--- src/rtl/seg7_bcd_ctrl_pkg.sv ---
// Shared types, constants and helpers for the seven-segment BCD display controller.
package seg7_pkg;

    localparam logic [3:0] SEG7_BLANK = 4'hF;

    typedef enum logic [1:0] {
        IDLE,
        SHIFT,
        COMMIT
    } seg7_state_e;

    // Bit offset of the least significant bit of digit k in a packed nibble vector.
    function automatic int unsigned dig_lsb(input int unsigned k);
        return 4 * k;
    endfunction

    // Largest value representable in n decimal digits.
    function automatic logic [63:0] pow10_minus1(input int unsigned n);
        logic [63:0] p;
        p = 64'd1;
        for (int unsigned i = 0; i < n; i++) begin
            p = p * 64'd10;
        end
        return p - 64'd1;
    endfunction

endpackage

--- src/rtl/seg7_bcd_ctrl_if.sv ---
// Handshake and display-output bundle between the PIO side and the BCD controller.
interface seg7_bcd_ctrl_if #(
    parameter int unsigned NUM_DIGITS = 8,
    parameter int unsigned BIN_WIDTH  = 27
);
    logic                    iVALID;
    logic                    oREADY;
    logic [BIN_WIDTH-1:0]    iDATA;
    logic [4*NUM_DIGITS-1:0] oDIG;
    logic                    oOVF;
    logic                    oDONE;

    modport master (
        output iVALID, iDATA,
        input  oREADY, oDIG, oOVF, oDONE
    );

    modport slave (
        input  iVALID, iDATA,
        output oREADY, oDIG, oOVF, oDONE
    );
endinterface

--- src/rtl/seg7_bcd_ctrl_dd_step.sv ---
// One double-dabble iteration: add 3 to every nibble >= 5, then shift in the next binary bit.
module seg7_dd_step
    import seg7_pkg::*;
#(
    parameter int unsigned NUM_DIGITS = 8
) (
    input  logic [4*NUM_DIGITS-1:0] bcd_i,
    input  logic                    bin_msb_i,
    output logic [4*NUM_DIGITS-1:0] bcd_c
);
    localparam int unsigned BCD_W = 4 * NUM_DIGITS;

    logic [BCD_W-1:0] adj;
    logic [3:0]       nib;

    always_comb begin
        adj = bcd_i;
        nib = 4'd0;
        for (int unsigned k = 0; k < NUM_DIGITS; k++) begin
            nib = bcd_i[dig_lsb(k) +: 4];
            if (nib >= 4'd5) begin
                adj[dig_lsb(k) +: 4] = nib + 4'd3;
            end
        end
        bcd_c = {adj[BCD_W-2:0], bin_msb_i};
    end
endmodule

--- src/rtl/seg7_bcd_ctrl.sv ---
// Binary-to-BCD display controller for the seven-segment bank (iterative double-dabble).
// Optional leading-zero blanking is enabled by defining SEG7_LZB_EN.
module seg7_bcd_ctrl
    import seg7_pkg::*;
#(
    parameter int unsigned NUM_DIGITS = 8,
    parameter int unsigned BIN_WIDTH  = 27
) (
    input logic           iCLK,
    input logic           iRST,
    seg7_bcd_ctrl_if.slave bus
);
    localparam int unsigned BCD_W   = 4 * NUM_DIGITS;
    localparam int unsigned CNT_W   = $clog2(BIN_WIDTH + 1);
    localparam logic [63:0] MAX_VAL = pow10_minus1(NUM_DIGITS);

    seg7_state_e          state_q, state_d;
    logic [BIN_WIDTH-1:0] bin_q, bin_d;
    logic [BCD_W-1:0]     bcd_q, bcd_d;
    logic [BCD_W-1:0]     dig_q, dig_d;
    logic [CNT_W-1:0]     cnt_q, cnt_d;
    logic                 ovf_pend_q, ovf_pend_d;
    logic                 ovf_q, ovf_d;
    logic                 done_q, done_d;
    logic                 ready_q, ready_d;

    logic [BCD_W-1:0]     bcd_step_c;
    logic [BCD_W-1:0]     codes_c;
    logic                 accept_c;
    logic                 over_c;
    logic                 seen_c;

    seg7_dd_step #(.NUM_DIGITS(NUM_DIGITS)) u_step (
        .bcd_i     (bcd_q),
        .bin_msb_i (bin_q[BIN_WIDTH-1]),
        .bcd_c     (bcd_step_c)
    );

    assign accept_c = bus.iVALID && ready_q;
    assign over_c   = (64'(bus.iDATA) > MAX_VAL);

    // Final digit codes: overflow blanks everything; optionally blank leading zeros.
    always_comb begin
        codes_c = bcd_q;
        seen_c  = 1'b0;
        if (ovf_pend_q) begin
            codes_c = {NUM_DIGITS{SEG7_BLANK}};
        end else begin
            for (int k = int'(NUM_DIGITS) - 1; k >= 0; k--) begin
                if (bcd_q[dig_lsb(k) +: 4] != 4'd0 || k == 0) begin
                    seen_c = 1'b1;
                end
`ifdef SEG7_LZB_EN
                if (!seen_c) begin
                    codes_c[dig_lsb(k) +: 4] = SEG7_BLANK;
                end
`endif
            end
        end
    end

    // Next-state and registered-output logic.
    always_comb begin
        state_d    = state_q;
        bin_d      = bin_q;
        bcd_d      = bcd_q;
        cnt_d      = cnt_q;
        ovf_pend_d = ovf_pend_q;
        dig_d      = dig_q;
        ovf_d      = ovf_q;
        done_d     = 1'b0;
        ready_d    = ready_q;

        unique case (state_q)
            IDLE: begin
                ready_d = 1'b1;
                if (accept_c) begin
                    bin_d      = bus.iDATA;
                    bcd_d      = '0;
                    ovf_pend_d = over_c;
                    cnt_d      = CNT_W'(BIN_WIDTH);
                    ready_d    = 1'b0;
                    state_d    = SHIFT;
                end
            end
            SHIFT: begin
                bcd_d = bcd_step_c;
                bin_d = bin_q << 1;
                cnt_d = cnt_q - CNT_W'(1);
                if (cnt_q == CNT_W'(1)) begin
                    state_d = COMMIT;
                end
            end
            COMMIT: begin
                dig_d   = codes_c;
                ovf_d   = ovf_pend_q;
                done_d  = 1'b1;
                ready_d = 1'b1;
                state_d = IDLE;
            end
            default: begin
                state_d = IDLE;
            end
        endcase
    end

    always_ff @(posedge iCLK) begin
        if (iRST) begin
            state_q    <= IDLE;
            bin_q      <= '0;
            bcd_q      <= '0;
            cnt_q      <= '0;
            ovf_pend_q <= 1'b0;
            dig_q      <= {NUM_DIGITS{SEG7_BLANK}};
            ovf_q      <= 1'b0;
            done_q     <= 1'b0;
            ready_q    <= 1'b0;
        end else begin
            state_q    <= state_d;
            bin_q      <= bin_d;
            bcd_q      <= bcd_d;
            cnt_q      <= cnt_d;
            ovf_pend_q <= ovf_pend_d;
            dig_q      <= dig_d;
            ovf_q      <= ovf_d;
            done_q     <= done_d;
            ready_q    <= ready_d;
        end
    end

    assign bus.oREADY = ready_q;
    assign bus.oDIG   = dig_q;
    assign bus.oOVF   = ovf_q;
    assign bus.oDONE  = done_q;
endmodule
--- src/flat_wrapper.sv ---
// flat-port wrapper written by rule: the top's interface ports become plain ports
module seg7_bcd_ctrl_flat import seg7_pkg::*;
#(
    parameter int unsigned NUM_DIGITS = 8,
    parameter int unsigned BIN_WIDTH  = 27
)
  (iCLK, iRST, bus_iVALID, bus_iDATA, bus_oREADY, bus_oDIG, bus_oOVF, bus_oDONE);
  seg7_bcd_ctrl_if #(.NUM_DIGITS(NUM_DIGITS), .BIN_WIDTH(BIN_WIDTH)) bus_i ();
  input logic iCLK;
  input logic iRST;
  input wire logic [$bits(bus_i.iVALID)-1:0] bus_iVALID;
  input wire logic [$bits(bus_i.iDATA)-1:0] bus_iDATA;
  output wire logic [$bits(bus_i.oREADY)-1:0] bus_oREADY;
  output wire logic [$bits(bus_i.oDIG)-1:0] bus_oDIG;
  output wire logic [$bits(bus_i.oOVF)-1:0] bus_oOVF;
  output wire logic [$bits(bus_i.oDONE)-1:0] bus_oDONE;
  assign bus_i.iVALID = bus_iVALID;
  assign bus_i.iDATA = bus_iDATA;
  assign bus_oREADY = bus_i.oREADY;
  assign bus_oDIG = bus_i.oDIG;
  assign bus_oOVF = bus_i.oOVF;
  assign bus_oDONE = bus_i.oDONE;
  seg7_bcd_ctrl #(.NUM_DIGITS(NUM_DIGITS), .BIN_WIDTH(BIN_WIDTH)) u_core (.iCLK(iCLK), .iRST(iRST), .bus(bus_i));
endmodule
--- config.mk ---
export PLATFORM = sky130hd
export DESIGN_NAME = seg7_bcd_ctrl_flat
export DESIGN_NICKNAME = d
export VERILOG_FILES = /design/src/rtl/seg7_bcd_ctrl_pkg.sv /design/src/rtl/seg7_bcd_ctrl_if.sv /design/src/rtl/seg7_bcd_ctrl_dd_step.sv /design/src/rtl/seg7_bcd_ctrl.sv /design/src/flat_wrapper.sv
export SDC_FILE = /design/constraint.sdc
export NUM_CORES = 1
export LEC_CHECK = 0
export ABC_CLOCK_PERIOD_IN_PS = 1600
export CAP_MARGIN = 30
export CORE_MARGIN = 2
export CORE_UTILIZATION = 50
export CTS_BUF_LIST = sky130_fd_sc_hd__clkbuf_8 sky130_fd_sc_hd__clkbuf_16
export CTS_CLUSTER_SIZE = 10
export DETAILED_ROUTE_END_ITERATION = 10
export DONT_BUFFER_PORTS = 1
export PLACE_DENSITY_LB_ADDON = 0.05
export SYNTH_ARGS = -nofsm -noshare
export SYNTH_HDL_FRONTEND = slang
export SYNTH_SLANG_ARGS = --single-unit
--- constraint.sdc ---
create_clock -name iCLK -period 1.6 [get_ports iCLK]
set_input_delay 0.32 -clock iCLK [delete_from_list [all_inputs] [get_ports iCLK]]
set_output_delay 0.32 -clock iCLK [all_outputs]
set_load 0.05 [all_outputs]
**After elaboration in Yosys (flattened, before gate mapping)**

Cells that the tools add are included.

- Register bits after elaboration: 102

- Multiplexer cells: 21
- Eq/ne operators: 5
- $lt $le $gt $ge: 9
- Add/sub/neg operators: 9
- Reduce and logical (&&, ||, !) cells: 7

Operator list:

| cell | count |
|---|---|
| $mux 32 | 2 |
| $pmux 32 s2 | 1 |
| $pmux 27 s2 | 1 |
| $ge 4x3->1 const B | 8 |
| $add 4x2->4 const B | 7 |
| $mux 4 | 7 |
| $gt 27x27->1 const B | 1 |
| $mux 27 | 1 |
| $pmux 5 s2 | 1 |
| $reduce_and 2->1 | 3 |
| $eq 5x1->1 const B | 1 |
| $mux 5 | 1 |
| $sub 5x1->5 const B | 1 |
| $mux 2 | 2 |
| $ne 2x1->1 const B | 2 |
| $pmux 2 s2 | 1 |
| $reduce_bool 2->1 | 2 |
| $add 3x2->3 const B | 1 |
| $mux 3 | 1 |
| $eq 2x1->1 const B | 1 |
| $eq 2x2->1 const B | 1 |
| $logic_not 2->1 | 1 |
| $mux 1 | 2 |
| $pmux 1 s2 | 1 |
| $logic_and 1x1->1 | 1 |

**Longest topological paths before layout**

Gate-level depths: netlist of the first run.

- Depth in word-level cells: 3
- Gate-level depth with buffers: 6

**Hierarchy**

From an unflattened synthesis of the first run, not the netlist that was laid out.

- Cell total of the unflattened synthesis: 550
- Area, all modules: 4551.9 um2

By module, submodules not included:

| module | area an instance (um2) | cells an instance | times used |
|---|---|---|---|
| seg7_bcd_ctrl | 3753.6 | 425 | 1 |
| seg7_dd_step | 798.3 | 125 | 1 |

**Least setup slack after synthesis of the first run**

OpenSTA, ideal clock, no wires.

- Path type: reg2reg
- Start point: reg u_core.ready_q, in the netlist u_core.bus.oREADY
- End point: reg u_core.ovf_pend_q
- Arrival time: 1642 ps
- Setup slack: -116 ps
- Period minus slack after synthesis: 1716 ps
- Data required time: 1526 ps
- Cell stages (with the launch flop): 6
- Setup time: 74 ps
- Path through: dfxtp_1 > nor4bb_1 > buf_2 > o311ai_0 > or4_1 > o21ai_0

- Longest elaborated chain between the ends: 2

RTL lines:

| item | RTL line | source |
|---|---|---|
| start: declaration | seg7_bcd_ctrl.sv:25 | `logic ready_q, ready_d;` |
| start signal: assignment | seg7_bcd_ctrl.sv:127 | `ready_q <= ready_d;` |
| $logic_and 1x1->1 | seg7_bcd_ctrl.sv:39 | `assign accept_c = bus.iVALID && ready_q;` |
| $reduce_and 2->1 (no line) | - |  |
| end signal: assignment | seg7_bcd_ctrl.sv:123 | `ovf_pend_q <= ovf_pend_d;` |
| end: declaration | seg7_bcd_ctrl.sv:22 | `logic ovf_pend_q, ovf_pend_d;` |

No other way between the ends.
A chain may end at the register's enable or synchronous reset.

**Worst setup path in the final report of the first run**

- Start point: reg u_core.state_q[1]
- End point: reg u_core.bin_q[14]

- Longest elaborated chain between the ends: 3
- Elaborated cells between the ends (all ways): 6
- Classes of those cells: 2 x eq/ne; 1 x mux; 3 x reduce/logical

RTL lines:

| item | RTL line | source |
|---|---|---|
| start: declaration | seg7_bcd_ctrl.sv:17 | `seg7_state_e state_q, state_d;` |
| start signal: assignment | seg7_bcd_ctrl.sv:119 | `state_q <= state_d;` |
| $logic_not 2->1 / $eq 2x1->1 (equally long branches) | seg7_bcd_ctrl.sv:74 | `unique case (state_q)` |
| $ne 2x1->1 (no line) / $reduce_bool 2->1 (equally long branches) | - |  |
| $reduce_and 2->1 (no line) | - |  |
| end signal: assignment | seg7_bcd_ctrl.sv:120 | `bin_q <= bin_d;` |
| end: declaration | seg7_bcd_ctrl.sv:18 | `logic [BIN_WIDTH-1:0] bin_q, bin_d;` |

Parallel ways exist; a longest one is shown, timed or not.

==> metrics.md, run 1 <==
| Metric | Value |
|---|---|
| H-Tree Depth | `3` |
| Largest net degree at the start of global routing | `59` |
| DRC errors left | `0` |
| Starting density of the core | `0.515` |
| Outcome | `completed` |
| Count of standard-cell rows | `34` |
| Largest stage delay on the critical path | `~0.34 ns` |
| Number of sinks on the clock net | `102` |
| Number of pins exceeding their max-slew limit in the final report | `0` |
| CP Data Arrival Time | `1.77 ns` |
| # nets final | `a little under 600` |
| Number of buffers added by the clock tree synthesis step | `9` |
| Flops & latches, synth | `102` |
| Dominant cell by count in the synthesized netlist | `sky130_fd_sc_hd__nand2_1` |
| R2r worst-path depth | `5` |
| First-pass GRT wire length | `around 17 mm` |
| Critical-path cell with the highest stage delay | `sky130_fd_sc_hd__dfxtp_2` |
| Initial antenna violation count | `0` |
| Fraction of final layout cells with drive strength greater than 1 | `0.0976` |
| Global routing usage on met1 | `0.276` |
| Endpoint of the worst register-to-register path | `u_core.bin_q[14]` |
| Via-per-instance ratio | `~5.7` |
| Syn Area/Cell | `8.43 sq um` |
| Clock tree from TritonCTS | `built` |
| Worst min-delay path class | `in -> reg` |
| Die outline height | `between 90 and 100 um` |
| Max-Slew Margin vs Limit | `0.646` |
| Startpoint of the most critical register-to-register path | `u_core.state_q[1]` |
| Unrepaired setup endpoints after global routing | `true` |
| Number of antenna-violating nets in the routed design | `0` |
| Gr usage total | `0.211` |
| Antenna Cells | `0` |
| Fraction of the yosys area taken by sequential cells | `0.457` |
| Clock tree buffer depth | `2` |
| Die W | `98.6 um` |
| Critical path's most frequent cell | `sky130_fd_sc_hd__buf_4` |
| Data required, critical path | `between 1.5 and 2 ns` |
| Total stage count of the critical path | `5` |
| Number of cells in the design after placement | `about 620` |
| Post-route clock skew | `roughly 0.013 ns` |
| Hold path startpoint | `iRST` |
| GRT overflow | `0` |
| Worst slew pin tran | `approximately 0.53 ns` |
| Clock root buffer master | `sky130_fd_sc_hd__clkbuf_8` |
| Gate family responsible for the most delay along the worst path | `buffers and inverters` |
| Final setup viols | `0` |
| Clock latency reported for the late side of the worst-skew pair | `approximately 0.35 ns` |
| TritonRoute pass-1 iters | `4` |
| Share of the synthesized area in the top cell type | `0.457` |
| Count of yosys warnings during synthesis | `0` |
| Critical-path maximum fanout | `19` |
| Most used routing layer | `met2` |
| Flop-to-flop setup slack | `0.07 ns` |
| FMAX | `about 0.65 GHz` |
| Share of async-settable or async-resettable flops after synthesis | `0` |
| Routed wire length per instance | `around 15 um` |
| Setup crit start kind | `flip-flop` |
| Area growth, synth to finish | `10.8%` |
| Leakage power total | `1.99 nW` |
| Number of inserted filler cells in the final layout | `slightly above 800` |
| Total length of routed wires | `between 9 and 10 mm` |
| Top cell types by occurrence after synthesis | `106 x sky130_fd_sc_hd__nand2_1, 102 x sky130_fd_sc_hd__dfxtp_1, 34 x sky130_fd_sc_hd__nand3_1` |
| Post-route fraction of the period consumed by the critical path | `0.956` |
| Ports | `65` |
| Cell-by-cell trace of the critical path | `nor4bb_4, buf_4, buf_4, nand2_1, a311oi_1` |
| Routed vias | `3662` |
| Max-cap violation count | `0` |
| Number of port buffers | `0` |
| Largest cells by area after synthesis | `sky130_fd_sc_hd__dfxtp_1 46%, sky130_fd_sc_hd__nand2_1 8.9%, sky130_fd_sc_hd__ha_1 5.0%` |
| Final count of hold timing violations | `0` |
| Tmin final | `1.53 ns` |
| Clock edge transition at the registers on the reported setup and hold paths | `0.10 ns` |
| GR Layer Usage met3 | `0.0447` |
| Total power consumption of the routed design | `approximately 4.9 mW` |
| Post-synthesis cell type with the largest combined area | `sky130_fd_sc_hd__dfxtp_1` |
| Power density of the placed cells | `a little under 1000 nW/um^2` |
| Number of instances in the synthesized netlist | `530` |
| Synthesized area | `roughly 4500 sq um` |
| Post-detailed-placement half-perimeter wirelength | `6.55 mm` |
| Filler-free cell count of the finished design | `between 600 and 700` |
| Worst vdd ir | `0.487 mV` |
| Final weighted congestion in routability-driven placement | `0.811` |
| Worst path bufs/invs | `2` |
| Critical Setup Path Class | `reg -> reg` |
| Endpoint of the worst hold-timing path | `u_core.bin_q[13]` |
| CP endpoint kind | `flip-flop` |
| Synth Net Count | `578` |
| Final core utilization | `0.571` |
| Die Footprint | `~10000 sq um` |
| Std-Cell Core Area | `slightly below 9000 sq um` |
| Number of global-route vias before repair | `about 3600` |
| Depth of the worst hold-timing path | `1` |
| Commonest register cell after synthesis | `sky130_fd_sc_hd__dfxtp_1` |
| Number of enable-type register cells in the synthesized netlist | `0` |
| Netlist cell types | `36` |
| Number of violations reported at the end of detailed-routing iteration 0 | `around 220` |
| Fraction of met2 tracks used by global routing | `0.351` |
==> worst reg2reg max path, cell delays in order, from the launching register on <==
cell	delay, ns
sky130_fd_sc_hd__dfxtp_2	0.34
sky130_fd_sc_hd__nor4bb_4	0.31
sky130_fd_sc_hd__buf_4	0.18
sky130_fd_sc_hd__buf_4	0.23
sky130_fd_sc_hd__nand2_1	0.08
sky130_fd_sc_hd__a311oi_1	0.28
==> cells by family after synthesis <==
group,after synthesis,share of synthesized area
buffers and inverters,55,0.0495
AND/OR/NAND/NOR,217,0.217
adder cells (fa/ha/maj),18,0.0504
multiplexers,8,0.0179
XOR/XNOR,17,0.0333
AO/OA/AOI/OAI,113,0.175
flip-flops,102,0.457
==> routing by layer <==
metal / vias to the layer above / wire, um
met5: - / 0
met3: 2 / 502
li1: 1848 / -
met2: 78 / 4850
met1: 1734 / 4510
met4: 0 / 36
==> worst max-delay path by stage <==
stage	from	end	slack (ns)
after floorplan	u_core.bus.oREADY	u_core.ovf_pend_q	0.06
after global placement	u_core.state_q[0]	u_core.ovf_pend_q	0.05
after detailed placement	u_core.state_q[0]	u_core.bin_q[4]	-0.04
after CTS	u_core.bus.oREADY	u_core.bcd_q[23]	0.006
after global routing	u_core.state_q[0]	u_core.bin_q[11]	-0.01
final	u_core.state_q[1]	u_core.bin_q[14]	0.07
==> final cells by class <==
class	count	area [sq um]	area share
clock buffer	10	138	0.0278
clock inverter	5	58.8	0.0119
inverter	18	67.6	0.0136
multi-input combinational	373	2250	0.454
sequential	102	2050	0.413
tap	108	135	0.0273
timing repair buffer	25	256	0.0518
==> placed cells by master (no fill, tap or decap), types with 8 or more instances in the layout <==
cell                         n
sky130_fd_sc_hd__nand2b_1    9
sky130_fd_sc_hd__nor3_1     13
sky130_fd_sc_hd__buf_4      18
sky130_fd_sc_hd__clkbuf_8   10
sky130_fd_sc_hd__xor2_1      8
sky130_fd_sc_hd__o21ai_0    17
sky130_fd_sc_hd__a311oi_1   25
sky130_fd_sc_hd__nand2_1   106
sky130_fd_sc_hd__nor2_1     30
sky130_fd_sc_hd__xnor2_1     9
sky130_fd_sc_hd__a22o_1     16
sky130_fd_sc_hd__ha_1       18
sky130_fd_sc_hd__a21oi_1    27
sky130_fd_sc_hd__mux2i_1     8
sky130_fd_sc_hd__inv_1      18
sky130_fd_sc_hd__nand3_1    34
sky130_fd_sc_hd__o211ai_1   16
sky130_fd_sc_hd__dfxtp_1    98
==> metrics by stage <==
step / hold slack (ns) / setup slack (ns) / setup TNS, ns / cell area [sq um]
after floorplan: 0.432 / 0.0581 / 0 / 4470
after global placement: 0.396 / 0.0470 / 0 / 4710
after detailed placement: 0.396 / -0.0382 / -0.187 / 4710
after CTS: 0.00137 / 0.00557 / 0 / 4920
after global routing: 0.00286 / -0.0122 / -0.0271 / 4950
final: 0.0321 / 0.0706 / 0 / 4950
==> sequential cells by signal (all words and copies together), names as in the netlist <==
name / count
u_core.ovf_pend_q: 1
u_core.bus.oOVF: 1
u_core.bin_q: 27
u_core.bus.oREADY: 1
u_core.cnt_q: 5
u_core.state_q: 2
u_core.bus.oDONE: 1
u_core.bcd_q: 32
u_core.bus.oDIG: 32
==> power by group <==
group          internal [mW]  switching, mW  total [mW]
Clock                  0.762          0.866        1.63
Sequential              2.65          0.108        2.76
Combinational          0.207          0.294       0.501
Total                   3.62           1.27        4.89
==> what timing repair did <==
item | in CTS | in global routing
endpoints found under the hold margin | 0 | 11
pin swaps | 1 | 1
buffers inserted | 1 | 0
hold buffers | 0 | 1
setup endpoints to repair | 15 | 35
gates resized for setup | 0 | 9
(Power assumes the default switching activity.)
==> run 2: changes to the inputs <==
--- a/config.mk
+++ b/config.mk
@@ -14,6 +14,7 @@
 export DETAILED_ROUTE_END_ITERATION = 10
 export DONT_BUFFER_PORTS = 1
 export PLACE_DENSITY_LB_ADDON = 0.05
+export SETUP_SLACK_MARGIN = 0.1
 export SYNTH_ARGS = -nofsm -noshare
 export SYNTH_HDL_FRONTEND = slang
 export SYNTH_SLANG_ARGS = --single-unit
==> metrics.md, run 2 (synthesis gave the netlist of run 1 again) <==
| Metric | Value |
|---|---|
| Antenna Cells | `0` |
| Number of port buffers | `0` |
| Number of cells in the design after placement | `roughly 620` |
| Unrepaired setup endpoints after global routing | `true` |
| Max-Slew Margin vs Limit | `0.648` |
| Filler-free cell count of the finished design | `about 650` |
| GRT overflow | `0` |
| Largest stage delay on the critical path | `0.34 ns` |
| Worst slew pin tran | `0.527 ns` |
| Number of inserted filler cells in the final layout | `between 800 and 900` |
| Post-route clock skew | `about 0.0099 ns` |
| Fraction of final layout cells with drive strength greater than 1 | `0.158` |
| Setup crit start kind | `flip-flop` |
| Most frequent standard cell in the layout excluding fill and tap cells | `sky130_fd_sc_hd__nand2_1` |
| First-pass GRT wire length | `between 15 and 20 mm` |
| Number of global-route vias before repair | `3624` |
| Total length of routed wires | `approximately 10 mm` |
| Clock latency reported for the late side of the worst-skew pair | `~0.37 ns` |
| CTS Hold Buffers Added | `1` |
| Die outline height | `98.6 um` |
| Die Footprint | `9710 sq um` |
| H-Tree Depth | `3` |
| Leakage power total | `2.09 nW` |
| Area after detailed placement | `~4700 sq um` |
| Count of standard-cell rows | `34` |
| Initial antenna violation count | `0` |
| Clock tree from TritonCTS | `built` |
| Outcome | `completed` |
| Worst vdd ir | `~0.48 mV` |
| Number of buffers added by the clock tree synthesis step | `9` |
| DRC errors left | `0` |
| Gr usage total | `0.213` |
| Final-layout worst hold slack | `roughly 0.026 ns` |
| Critical Setup Path Class | `reg -> reg` |
| Data required, critical path | `~1.9 ns` |
| Std-Cell Core Area | `between 8000 and 9000 sq um` |
| GR Layer Usage met3 | `0.0348` |
| FMAX | `0.671 GHz` |
| CP endpoint kind | `flip-flop` |
| Number of pins exceeding their max-slew limit in the final report | `0` |
| Critical-path cell with the highest stage delay | `sky130_fd_sc_hd__dfxtp_2` |
| Clock edge transition at the registers on the reported setup and hold paths | `about 0.1 ns` |
| Worst min-delay path class | `in -> reg` |
| Total non-filler cell area in the finished layout | `5210 sq um` |
| Cell-by-cell trace of the critical path | `buf_4, nand2b_4, buf_12, bufbuf_16, a311oi_2` |
| Final count of hold timing violations | `0` |
| Critical-path maximum fanout | `18` |
| Clock root buffer master | `sky130_fd_sc_hd__clkbuf_8` |
| Area growth, synth to finish | `16.6%` |
| TritonRoute pass-1 iters | `4` |
| CP Data Arrival Time | `roughly 1.8 ns` |
| Routed vias | `3747` |
| Largest net degree at the start of global routing | `about 60` |
| Power density of the placed cells | `983 nW/um^2` |
| Routed wire length per instance | `16.2 um` |
| Setup WS pre-CTS | `roughly 0.0015 ns` |
| Number of sinks on the clock net | `between 100 and 150` |
| Final weighted congestion in routability-driven placement | `between 0.8 and 0.9` |
| Die W | `approximately 99 um` |
| Tmin final | `1.49 ns` |
| Most used routing layer | `met2` |
| Final setup viols | `0` |
| Ports | `65` |
| Commonest cells after routing, fill and taps aside | `102 x sky130_fd_sc_hd__nand2_1, 90 x sky130_fd_sc_hd__dfxtp_1, 34 x sky130_fd_sc_hd__nand3_1, 30 x sky130_fd_sc_hd__nor2_1, 22 x sky130_fd_sc_hd__a21oi_1` |
| Total area of multi-input combinational cells | `~2400 sq um` |
| Area taken by flip-flops and latches | `2060 sq um` |
| Setup TNS after final layout | `0 ns` |
| Global routing usage on met1 | `0.278` |
| Number of violations reported at the end of detailed-routing iteration 0 | `159` |
| Fraction of met2 tracks used by global routing | `0.355` |
| Max-cap violation count | `0` |
| Starting density of the core | `0.515` |
| Post-route fraction of the period consumed by the critical path | `0.932` |
| Final setup margin | `0.110 ns` |
| Post-detailed-placement half-perimeter wirelength | `6.51 mm` |
| Number of antenna-violating nets in the routed design | `0` |
| Via-per-instance ratio | `5.81` |
| # nets final | `around 580` |
| Clock tree buffer depth | `2` |
[run 2: layout make-up]
type	instances	area share
Clock buffer	9	0.0238
Clock inverter	6	0.0168
Inverter	18	0.0130
Multi-Input combinational cell	373	0.453
Sequential cell	102	0.396
Tap cell	108	0.0259
Timing Repair Buffer	29	0.0715
[run 2: path summary, 6_finish.rpt]
| kind | from | to | slack (ns) | cells after the start |
|---|---|---|---|---|
| min reg2reg | u_core.bin_q[26] | u_core.bin_q[26] | 0.46 | 2 |
| max | u_core.state_q[1] | u_core.bin_q[15] | 0.11 | 5 |
| max reg2reg | u_core.state_q[1] | u_core.bin_q[15] | 0.11 | 5 |
| min | iRST | u_core.bin_q[2] | 0.03 | 1 |
[run 2: per-stage QoR]
step | util | power, mW
3_3_place_gp | 0.541 | 3.28
2_1_floorplan | - | 3.15
5_1_grt | 0.600 | 5.33
3_5_place_dp | 0.541 | 3.29
6_report | 0.600 | 5.12
4_1_cts | 0.575 | 5.07
[run 2: routing by layer]
layer,part of all wire,vias up
li1,-,1859
met1,0.44,1788
met2,0.50,89
met3,0.053,11
met4,0.012,0
met5,0,-
[run 2: worst max-delay path: cells and delay by family (launching register included)]
kind | cells | cell delay [ns]
flops | 1 | 0.34
simple gates | 1 | 0.18
buf+inv | 3 | 0.59
compound gates | 1 | 0.28
[run 2: what timing repair did]
action                                  CTS  global route
endpoints found under the setup margin   25            60
gates resized for setup                   7            43
pin swaps                                 1            30
cloned                                    1             3
setup buffers                             2             2
hold endpoints to repair                  1            10
[run 2: where the power goes]
part	switching, mW	internal (mW)
logic	0.336	0.278
clock network	0.878	0.873
registers	0.107	2.65
